$ cat src/rtl/mux_arb_pkg.sv
// Shared types and helpers for the round-robin mux arbiter.
// Latency: none (types and pure functions only).
// Backpressure: n/a.
package mux_arb_pkg;

    // Two-state arbiter: nobody granted, or one requester owns the mux.
    typedef enum logic {
        IDLE = 1'b0,
        BUSY = 1'b1
    } arb_state_t;

    // Widest grant vector the helper below can encode (N <= 16).
    localparam int unsigned OH_MAX = 16;

    // Binary index of a one-hot vector; an all-zero input maps to 0.
    function automatic logic [3:0] onehot2bin(input logic [OH_MAX-1:0] oh);
        logic [3:0] b;
        b = '0;
        for (int i = 0; i < OH_MAX; i++) begin
            if (oh[i]) begin
                b = b | 4'(i);
            end
        end
        return b;
    endfunction

endpackage

$ cat src/rtl/rr_pick.sv
// Rotated priority search: first set req bit at or after ptr, wrapping N-1 -> 0.
// Latency: purely combinational.
// Backpressure: none; an optional index can be masked out of the search.
module rr_pick #(
    parameter int N = 4
) (
    input  logic [N-1:0]         req,
    input  logic [$clog2(N)-1:0] ptr,
    input  logic                 excl_en,
    input  logic [$clog2(N)-1:0] excl_idx,
    output logic                 found,
    output logic [$clog2(N)-1:0] idx
);

    localparam int PW = $clog2(N);

    logic [PW-1:0] cand;
    int            cand_int;

    // Walk ptr, ptr+1, ... modulo N and keep the first eligible requester.
    always_comb begin
        found    = 1'b0;
        idx      = '0;
        cand     = '0;
        cand_int = 0;
        for (int k = 0; k < N; k++) begin
            cand_int = int'(ptr) + k;
            if (cand_int >= N) begin
                cand_int = cand_int - N;
            end
            cand = PW'(cand_int);
            if (!found && req[cand] && !(excl_en && (cand == excl_idx))) begin
                found = 1'b1;
                idx   = cand;
            end
        end
    end

endmodule

$ cat src/rtl/mux_rr_arbiter.sv
// Round-robin arbiter sharing one N:1 mux; forces rotation after HOLD_MAX cycles.
// Latency: req -> gnt/sel one cycle; y follows the registered sel combinationally.
// Backpressure: a requester keeps the grant while req stays high, up to HOLD_MAX when others wait.
module mux_rr_arbiter
    import mux_arb_pkg::*;
#(
    parameter int N        = 4,
    parameter int DW       = 1,
    parameter int HOLD_MAX = 8
) (
    input  logic                 clk,
    input  logic                 rst,
    input  logic [N-1:0]         req,
    input  logic [N*DW-1:0]      din,
    output logic [N-1:0]         gnt,
    output logic [$clog2(N)-1:0] sel,
    output logic [DW-1:0]        y,
    output logic                 y_valid
);

    localparam int PW = $clog2(N);
    localparam int HW = $clog2(HOLD_MAX + 1);

    arb_state_t    state_q, state_d;
    logic [N-1:0]  gnt_q, gnt_d;
    logic [PW-1:0] sel_q, sel_d;
    logic [PW-1:0] ptr_q, ptr_d;
    logic [HW-1:0] hold_cnt_q, hold_cnt_d;
    logic          vld_q, vld_d;

    logic [PW-1:0] nxt_g;
    logic          hold_expired;
    logic [PW-1:0] pick_ptr;
    logic          pick_excl_en;
    logic          pick_found;
    logic [PW-1:0] pick_idx;
    logic          grant_new;

    logic [DW-1:0] din_arr [N];

    // Index after the current owner, wrapping N-1 -> 0.
    function automatic logic [PW-1:0] next_idx(input logic [PW-1:0] g);
        return (g == PW'(N - 1)) ? '0 : g + PW'(1);
    endfunction

    // Choose where the search starts and whether the current owner is skipped.
    always_comb begin
        nxt_g        = next_idx(sel_q);
        hold_expired = (hold_cnt_q >= HW'(HOLD_MAX));
        pick_ptr     = ptr_q;
        pick_excl_en = 1'b0;
        if (state_q == BUSY) begin
            if (!req[sel_q]) begin
                pick_ptr = nxt_g;
            end else if (hold_expired) begin
                pick_ptr     = nxt_g;
                pick_excl_en = 1'b1;
            end
        end
    end

    rr_pick #(
        .N (N)
    ) u_pick (
        .req      (req),
        .ptr      (pick_ptr),
        .excl_en  (pick_excl_en),
        .excl_idx (sel_q),
        .found    (pick_found),
        .idx      (pick_idx)
    );

    // Next-state: release, hold counting, forced rotation and fresh grants.
    always_comb begin
        state_d    = state_q;
        gnt_d      = gnt_q;
        sel_d      = sel_q;
        ptr_d      = ptr_q;
        hold_cnt_d = hold_cnt_q;
        vld_d      = vld_q;
        grant_new  = 1'b0;
        case (state_q)
            IDLE: begin
                if (pick_found) begin
                    grant_new = 1'b1;
                end
            end
            BUSY: begin
                if (!req[sel_q]) begin
                    // Owner released: advance past it and hand over without a bubble.
                    ptr_d = nxt_g;
                    if (pick_found) begin
                        grant_new = 1'b1;
                    end else begin
                        state_d = IDLE;
                        gnt_d   = '0;
                        vld_d   = 1'b0;
                    end
                end else if (!hold_expired) begin
                    hold_cnt_d = hold_cnt_q + HW'(1);
                end else if (pick_found) begin
                    // Hold limit reached and someone else is waiting: rotate.
                    ptr_d     = nxt_g;
                    grant_new = 1'b1;
                end else begin
                    // Sole requester keeps the mux; restart its hold window.
                    hold_cnt_d = HW'(1);
                end
            end
            default: begin
                state_d = IDLE;
            end
        endcase
        if (grant_new) begin
            state_d    = BUSY;
            gnt_d      = {{(N-1){1'b0}}, 1'b1} << pick_idx;
            sel_d      = PW'(onehot2bin(OH_MAX'(gnt_d)));
            vld_d      = 1'b1;
            hold_cnt_d = HW'(1);
        end
    end

    // Arbiter state registers; reset drops the grant immediately.
    always_ff @(posedge clk or negedge rst) begin
        if (!rst) begin
            state_q    <= IDLE;
            gnt_q      <= '0;
            sel_q      <= '0;
            ptr_q      <= '0;
            hold_cnt_q <= '0;
            vld_q      <= 1'b0;
        end else begin
            state_q    <= state_d;
            gnt_q      <= gnt_d;
            sel_q      <= sel_d;
            ptr_q      <= ptr_d;
            hold_cnt_q <= hold_cnt_d;
            vld_q      <= vld_d;
        end
    end

    // Unpack the flat data bus into one lane per requester.
    always_comb begin
        for (int i = 0; i < N; i++) begin
            din_arr[i] = din[i*DW +: DW];
        end
    end

    // Shared mux: granted lane while busy, zero otherwise.
    always_comb begin
        y = vld_q ? din_arr[sel_q] : '0;
    end

    assign gnt     = gnt_q;
    assign sel     = sel_q;
    assign y_valid = vld_q;

endmodule

$ cat config.mk
export PLATFORM = sky130hd
export DESIGN_NAME = mux_rr_arbiter
export DESIGN_NICKNAME = d
export VERILOG_FILES = /design/src/rtl/mux_arb_pkg.sv /design/src/rtl/rr_pick.sv /design/src/rtl/mux_rr_arbiter.sv
export SDC_FILE = /design/constraint.sdc
export NUM_CORES = 1
export LEC_CHECK = 0
export ABC_AREA = 1
export CAP_MARGIN = 20
export CORE_UTILIZATION = 55
export CTS_CLUSTER_SIZE = 8
export DETAILED_ROUTE_END_ITERATION = 7
export PLACE_DENSITY = 0.9
export SLEW_MARGIN = 20
export SYNTH_ARGS = -nofsm -noshare
export SYNTH_HDL_FRONTEND = slang
export SYNTH_SLANG_ARGS = --single-unit
$ cat constraint.sdc
create_clock -name clk -period 2.55 [get_ports clk]
set_clock_uncertainty 0.1 [all_clocks]
set_input_delay 0.255 -clock clk [delete_from_list [all_inputs] [get_ports clk]]
set_output_delay 0.255 -clock clk [all_outputs]
set_load 0.02 [all_outputs]
Yosys cells after proc, flatten, opt, wreduce, memory -nomap -nowiden
Index checks and enable logic that the tools add are counted.
{"block": "word_totals", "out_inout_bits": 8, "wordCells": 121, "regBits": 14, "input_bits": 10}
{"block": "classes", "reduce_logical": 23, "shifts": 1, "bitwise_logic": 2, "mux": 59, "eq_ne": 10, "order_cmp": 11, "n_addsub": 9}
{"cell": "2-to-1 mux 4 bit", "count": 9}
{"cell": "2-to-1 mux 2 bit", "count": 17}
{"cell": "2-to-1 mux 1 bit", "count": 26}
{"cell": "< comparator 2 x 3 -> 1 bit, second input constant", "count": 5}
{"cell": "binary-select mux 1 bit (select 2 bit)", "count": 6}
{"cell": "greater-or-equal comparator 3 bit, second input constant", "count": 4}
{"cell": "logical AND 1 bit", "count": 11}
{"cell": "AND reduction 3 bit", "count": 3}
{"cell": "equality test 2 bit", "count": 4}
{"cell": "subtractor 2 x 1 -> 2 bit, second input constant", "count": 4}
{"cell": "zero test 1 bit", "count": 7}
{"cell": "adder 2 x 2 -> 3 bit, second input constant", "count": 2}
{"cell": "inequality test 2 bit, second input constant", "count": 3}
{"cell": "adder 4 x 1 -> 4 bit, second input constant", "count": 1}
{"cell": "greater-or-equal comparator 4 bit, second input constant", "count": 1}
{"cell": "nonzero test 2 bit", "count": 2}
{"cell": "left shift 1 x 2 -> 4 bit, first input constant", "count": 1}
{"cell": "adder 2 x 1 -> 3 bit, second input constant", "count": 1}
{"cell": "greater-or-equal comparator 2 x 3 -> 1 bit, second input constant", "count": 1}
{"cell": "inequality test 3 x 2 -> 1 bit, second input constant", "count": 1}
{"cell": "NOT 2 -> 3 bit", "count": 1}
{"cell": "adder 2 x 1 -> 2 bit, second input constant", "count": 1}
{"cell": "equality test 2 bit, second input constant", "count": 1}
{"cell": "inequality test 2 x 1 -> 1 bit, second input constant", "count": 1}
{"cell": "2 further kinds", "count": 2}

Longest topological paths before layout
{"block": "depth", "word_depth": 30, "depth_mapped": 21, "depth_no_buf": 19}

By module
A second synthesis with hierarchy kept.
{"block": "unflattened", "cells_unflattened": 190, "hier_area_um2": 1257.5}
{"module": "mux_rr_arbiter", "area_per_inst_um2": 875.8, "instances": 1, "cells_per_inst": 116, "seq_area_each_um2": 350.3}
{"module": "rr_pick", "area_per_inst_um2": 381.6, "instances": 1, "cells_per_inst": 74, "seq_area_each_um2": 0.0}

Least setup slack after synthesis
Ideal clock, no wire load.
{"block": "synth_timing", "path_kind": "register to register", "start": "register sel_q[1] (netlist: sel[1])", "end": "register hold_cnt_q[3]", "n_path_buf": 1, "required_time_ns": 2.322, "period_less_slack_ns": 2.427, "slack_ns": 0.123, "arrival_ns": 2.200, "setup_ns": 0.128, "stages_incl_launch_ff": 19, "cell_sequence": "dfrtp_1 > ha_1 > nor2_2 > nand2_1 > nand2_1 > nand3_1 > nand3_2 > nand2_2 > buf_6 > nand2_1 > nand2_2 > nand2_1 > nand2_1 > nand2_2 > nand3_4 > nor2_4 > nand2_2 > nand3_1 > o21ai_1"}
{"block": "synth_via", "elab_chain_len": 30, "elab_cells_between_ends": 68, "cone_classes": "add/sub (8); order compare (4); eq/ne (6); mux (29); reduce/logical (21)"}
{"element": "from (decl)", "line_no": "mux_rr_arbiter.sv:26", "rtl": "logic [PW-1:0] sel_q, sel_d;"}
{"element": "from (signal assigned)", "line_no": "mux_rr_arbiter.sv:135", "rtl": "sel_q <= sel_d;"}
{"element": "branches (longest 30 deep; another with adder 2 x 1 -> 3 bit)"}
{"element": "to (signal assigned)", "line_no": "mux_rr_arbiter.sv:137", "rtl": "hold_cnt_q <= hold_cnt_d;"}
{"element": "to (decl)", "line_no": "mux_rr_arbiter.sv:28", "rtl": "logic [HW-1:0] hold_cnt_q, hold_cnt_d;"}
Parallel ways; which one is timed is not known. The select of a mux whose other input is x is not followed.
A chain may end at the register's enable or synchronous reset.

Worst setup path in the final report
Same ends and word-level chain as after synthesis.

==> results.yml <==
setup_path:
  critPathKind: "reg2reg"
  crit_path_end_kind: "flop"
  rrSetupSlack_ns: -0.1
  cp-start-kind: "flop"
  worstPathRequired_ns: 2.62
  crit_fanout: 8
  crit_arrival_ns: 2.72
sta:
  worst_slew_pin_slew_ns: 0.631
  fmax_mhz: 378
  hold-worst-slack_ns: 0.246
  setup_ws_ns: -0.0964
  min_period_over_period_pct: 104
  slew_viol_final: 0
  slew_headroom_pct: 57.8
  setup_viol_count_final: 12
  hold_viol: 0
  rsz0062_at_grt: "true"
  period_needed_ns: 2.65
die:
  ioPinCount: 18
  fp-row-count: 17
  core_region_area_um2: 2280
  die_area_um2: 2690
  die_h_um: 51.8
  die_x_um: 51.8
  start_util_pct: 60.0
layout:
  post-route-util_pct: 88.5
  syn_to_final_growth_pct: 47.4
  n_fill_cell: 109
  diodes: 0
  drive_gt1_share_pct: 40.9
  fin_nets: 266
  stdcell_area_um2: 2010
clock_tree:
  cts_tree: "yes"
  cts_buffer_depth: 2
  cts_hold_buf: 0
  cts_buffers: 3
  clk_pin_slew_worst_paths_ns: 0.08
  clock_sinks: 14
  htreeDepth: 1
  worstSkewPairLatency_ns: 0.29
  cts-root-buf: "clkbuf_4"
synthesis:
  async_reset_ff_share_pct: 100
  ys_types: 24
  seq_area_frac_synth_pct: 25.6
  syn_area_um2: 1370
  synthFlopType: "dfrtp_1"
  synth_edf_count: 0
  syn_inst: 204
  syn_area_per_cell_um2: 6.70
  yosysWarnings: 0
  synth_fp_nets: 217
  synth_seq_cells: 14
grt:
  grt_use_total_pct: 26.7
  grt_max_degree: 15
  grt_pass1_vias: 1344
  grt_first_pass_wirelength_um: 5330
  antenna_found_initial: 0
  overflow: 0
detailed_routing:
  num_vias: 1746
  detail-route-antenna-nets: 0
  drt_first_iter_violations: 98
  routed_wl_um: 5100
  drt-pass1-iter-count: 7
  drc_errors: 0
  vias_per_cell: 6.24
  wl_per_cell_um: 18.2
place:
  io_buffer_count: 17
  post_dp_cell_area_um2: 1690
  routabilityCongestion: 0.896
  hpwl_um: 2670
  post-place-ws_ns: -0.169
run:
  drv_cap: 0
outcome:
  violations: "negative setup slack"
  status: "complete, but fails checks"
min_path:
  hp-class: "in2async"
## metrics by stage
| step | cells | TNS [ns] |
|---|---|---|
| 6_report | 280 | -0.723 |
| 5_1_grt | 280 | -3.12 |
| 4_1_cts | 270 | 0 |
| 3_5_place_dp | 266 | -1.12 |
| 3_3_place_gp | 266 | -0.404 |
| 2_1_floorplan | 204 | 0 |
## cell usage in the layout (no fill, tap or decap)
cell	count
a21boi_0	1
buf_4	27
buf_6	2
clkbuf_4	3
clkbuf_8	1
clkdlybuf4s50_1	17
dfrtp_1	14
ha_1	2
ha_2	1
inv_1	15
inv_6	1
inv_8	1
nand2_1	54
nand2_2	22
nand2_4	12
nand3_1	18
nand3_2	11
nand3_4	8
nand4_1	4
nor2_1	13
nor2_2	6
nor2_4	3
nor3_1	1
nor3_2	1
o21ai_0	3
o21ai_1	6
o21ai_2	2
o22ai_4	1
or2_2	1
xor2_1	1
## what timing repair did
| action | in CTS | in global routing |
|---|---|---|
| buffers inserted | 0 | 8 |
| endpoints found under the setup margin | 0 | 13 |
| gates resized for setup | 0 | 56 |
| endpoints found under the hold margin | 0 | 0 |
## flip-flops by register name, summed over array words and instances, names as in the netlist
name,cells
ptr_q,2
sel,2
gnt,4
state_q,1
hold_cnt_q,4
y_valid,1
## kinds of logic (layout without fill, tap and decap cells)
group	after synthesis	after routing	share of synthesized area [%]
simple gates	152	154	57.2
flops	14	14	25.6
compound gates	13	13	6.04
xor+xnor	1	1	0.641
buf+inv	21	67	7.69
fa+ha+maj	3	3	2.75
## worst paths after layout
check	depth (start not counted)	start	to
max	17	sel[1]$_DFFE_PN0P_	hold_cnt_q[3]$_DFFE_PN0P_
max reg2reg	17	sel[1]$_DFFE_PN0P_	hold_cnt_q[3]$_DFFE_PN0P_
max in group asynchronous	1	rst	sel[1]$_DFFE_PN0P_
min	1	rst	hold_cnt_q[3]$_DFFE_PN0P_
min in group clk	2	gnt[1]$_DFFE_PN0P_	gnt[1]$_DFFE_PN0P_
min reg2reg	2	gnt[1]$_DFFE_PN0P_	gnt[1]$_DFFE_PN0P_
## synthesized netlist by cell type (2+ instances only)
master,n,area share [%]
o21ai_1,8,2.9
nand4_1,4,1.8
nand2_4,4,3.3
dfrtp_1,14,26
nor2_4,2,1.6
buf_6,3,2.5
nand3_1,28,10
nor2_1,19,5.2
nor3_1,2,0.73
ha_1,3,2.7
nand2_2,11,5.0
nand3_4,4,5.1
nand3_2,5,3.7
nand2_1,71,20
inv_1,15,4.1
o21ai_0,3,1.1
## metal layers
metal | GRT usage [%] | vias up | part of all wire, %
li1 | - | 764 | -
met1 | 31.1 | 793 | 35
met2 | 48.1 | 137 | 48
met3 | 5.26 | 52 | 9.9
met4 | 9.01 | 0 | 6.7
met5 | 0 | - | 0
## worst max-delay path: stages (launching register included)
cell	delay (ns)
dfrtp_1	0.43
buf_6	0.17
inv_6	0.08
nand3_4	0.12
nand3_4	0.18
nand2_4	0.11
nand2_2	0.12
nand2_4	0.09
nand2_2	0.07
nand2_2	0.10
nand2_2	0.09
nand2_2	0.08
nand2_4	0.10
nand3_4	0.12
nor2_4	0.25
nand2_4	0.12
nand3_1	0.11
o21ai_1	0.08
## final cells by class
class	count	area, um2	share of cell area [%]
flip-flops and latches	14	350	17.4
repair buffers	46	395	19.6
clock buffers	4	36.3	1.80
well taps	28	35.0	1.74
inverters	17	76.3	3.79
multi-input cells	171	1120	55.7
Power is left out: the tool's default activity adds up to more than one toggle a clock period on the data nets, which glitch-free logic cannot reach.
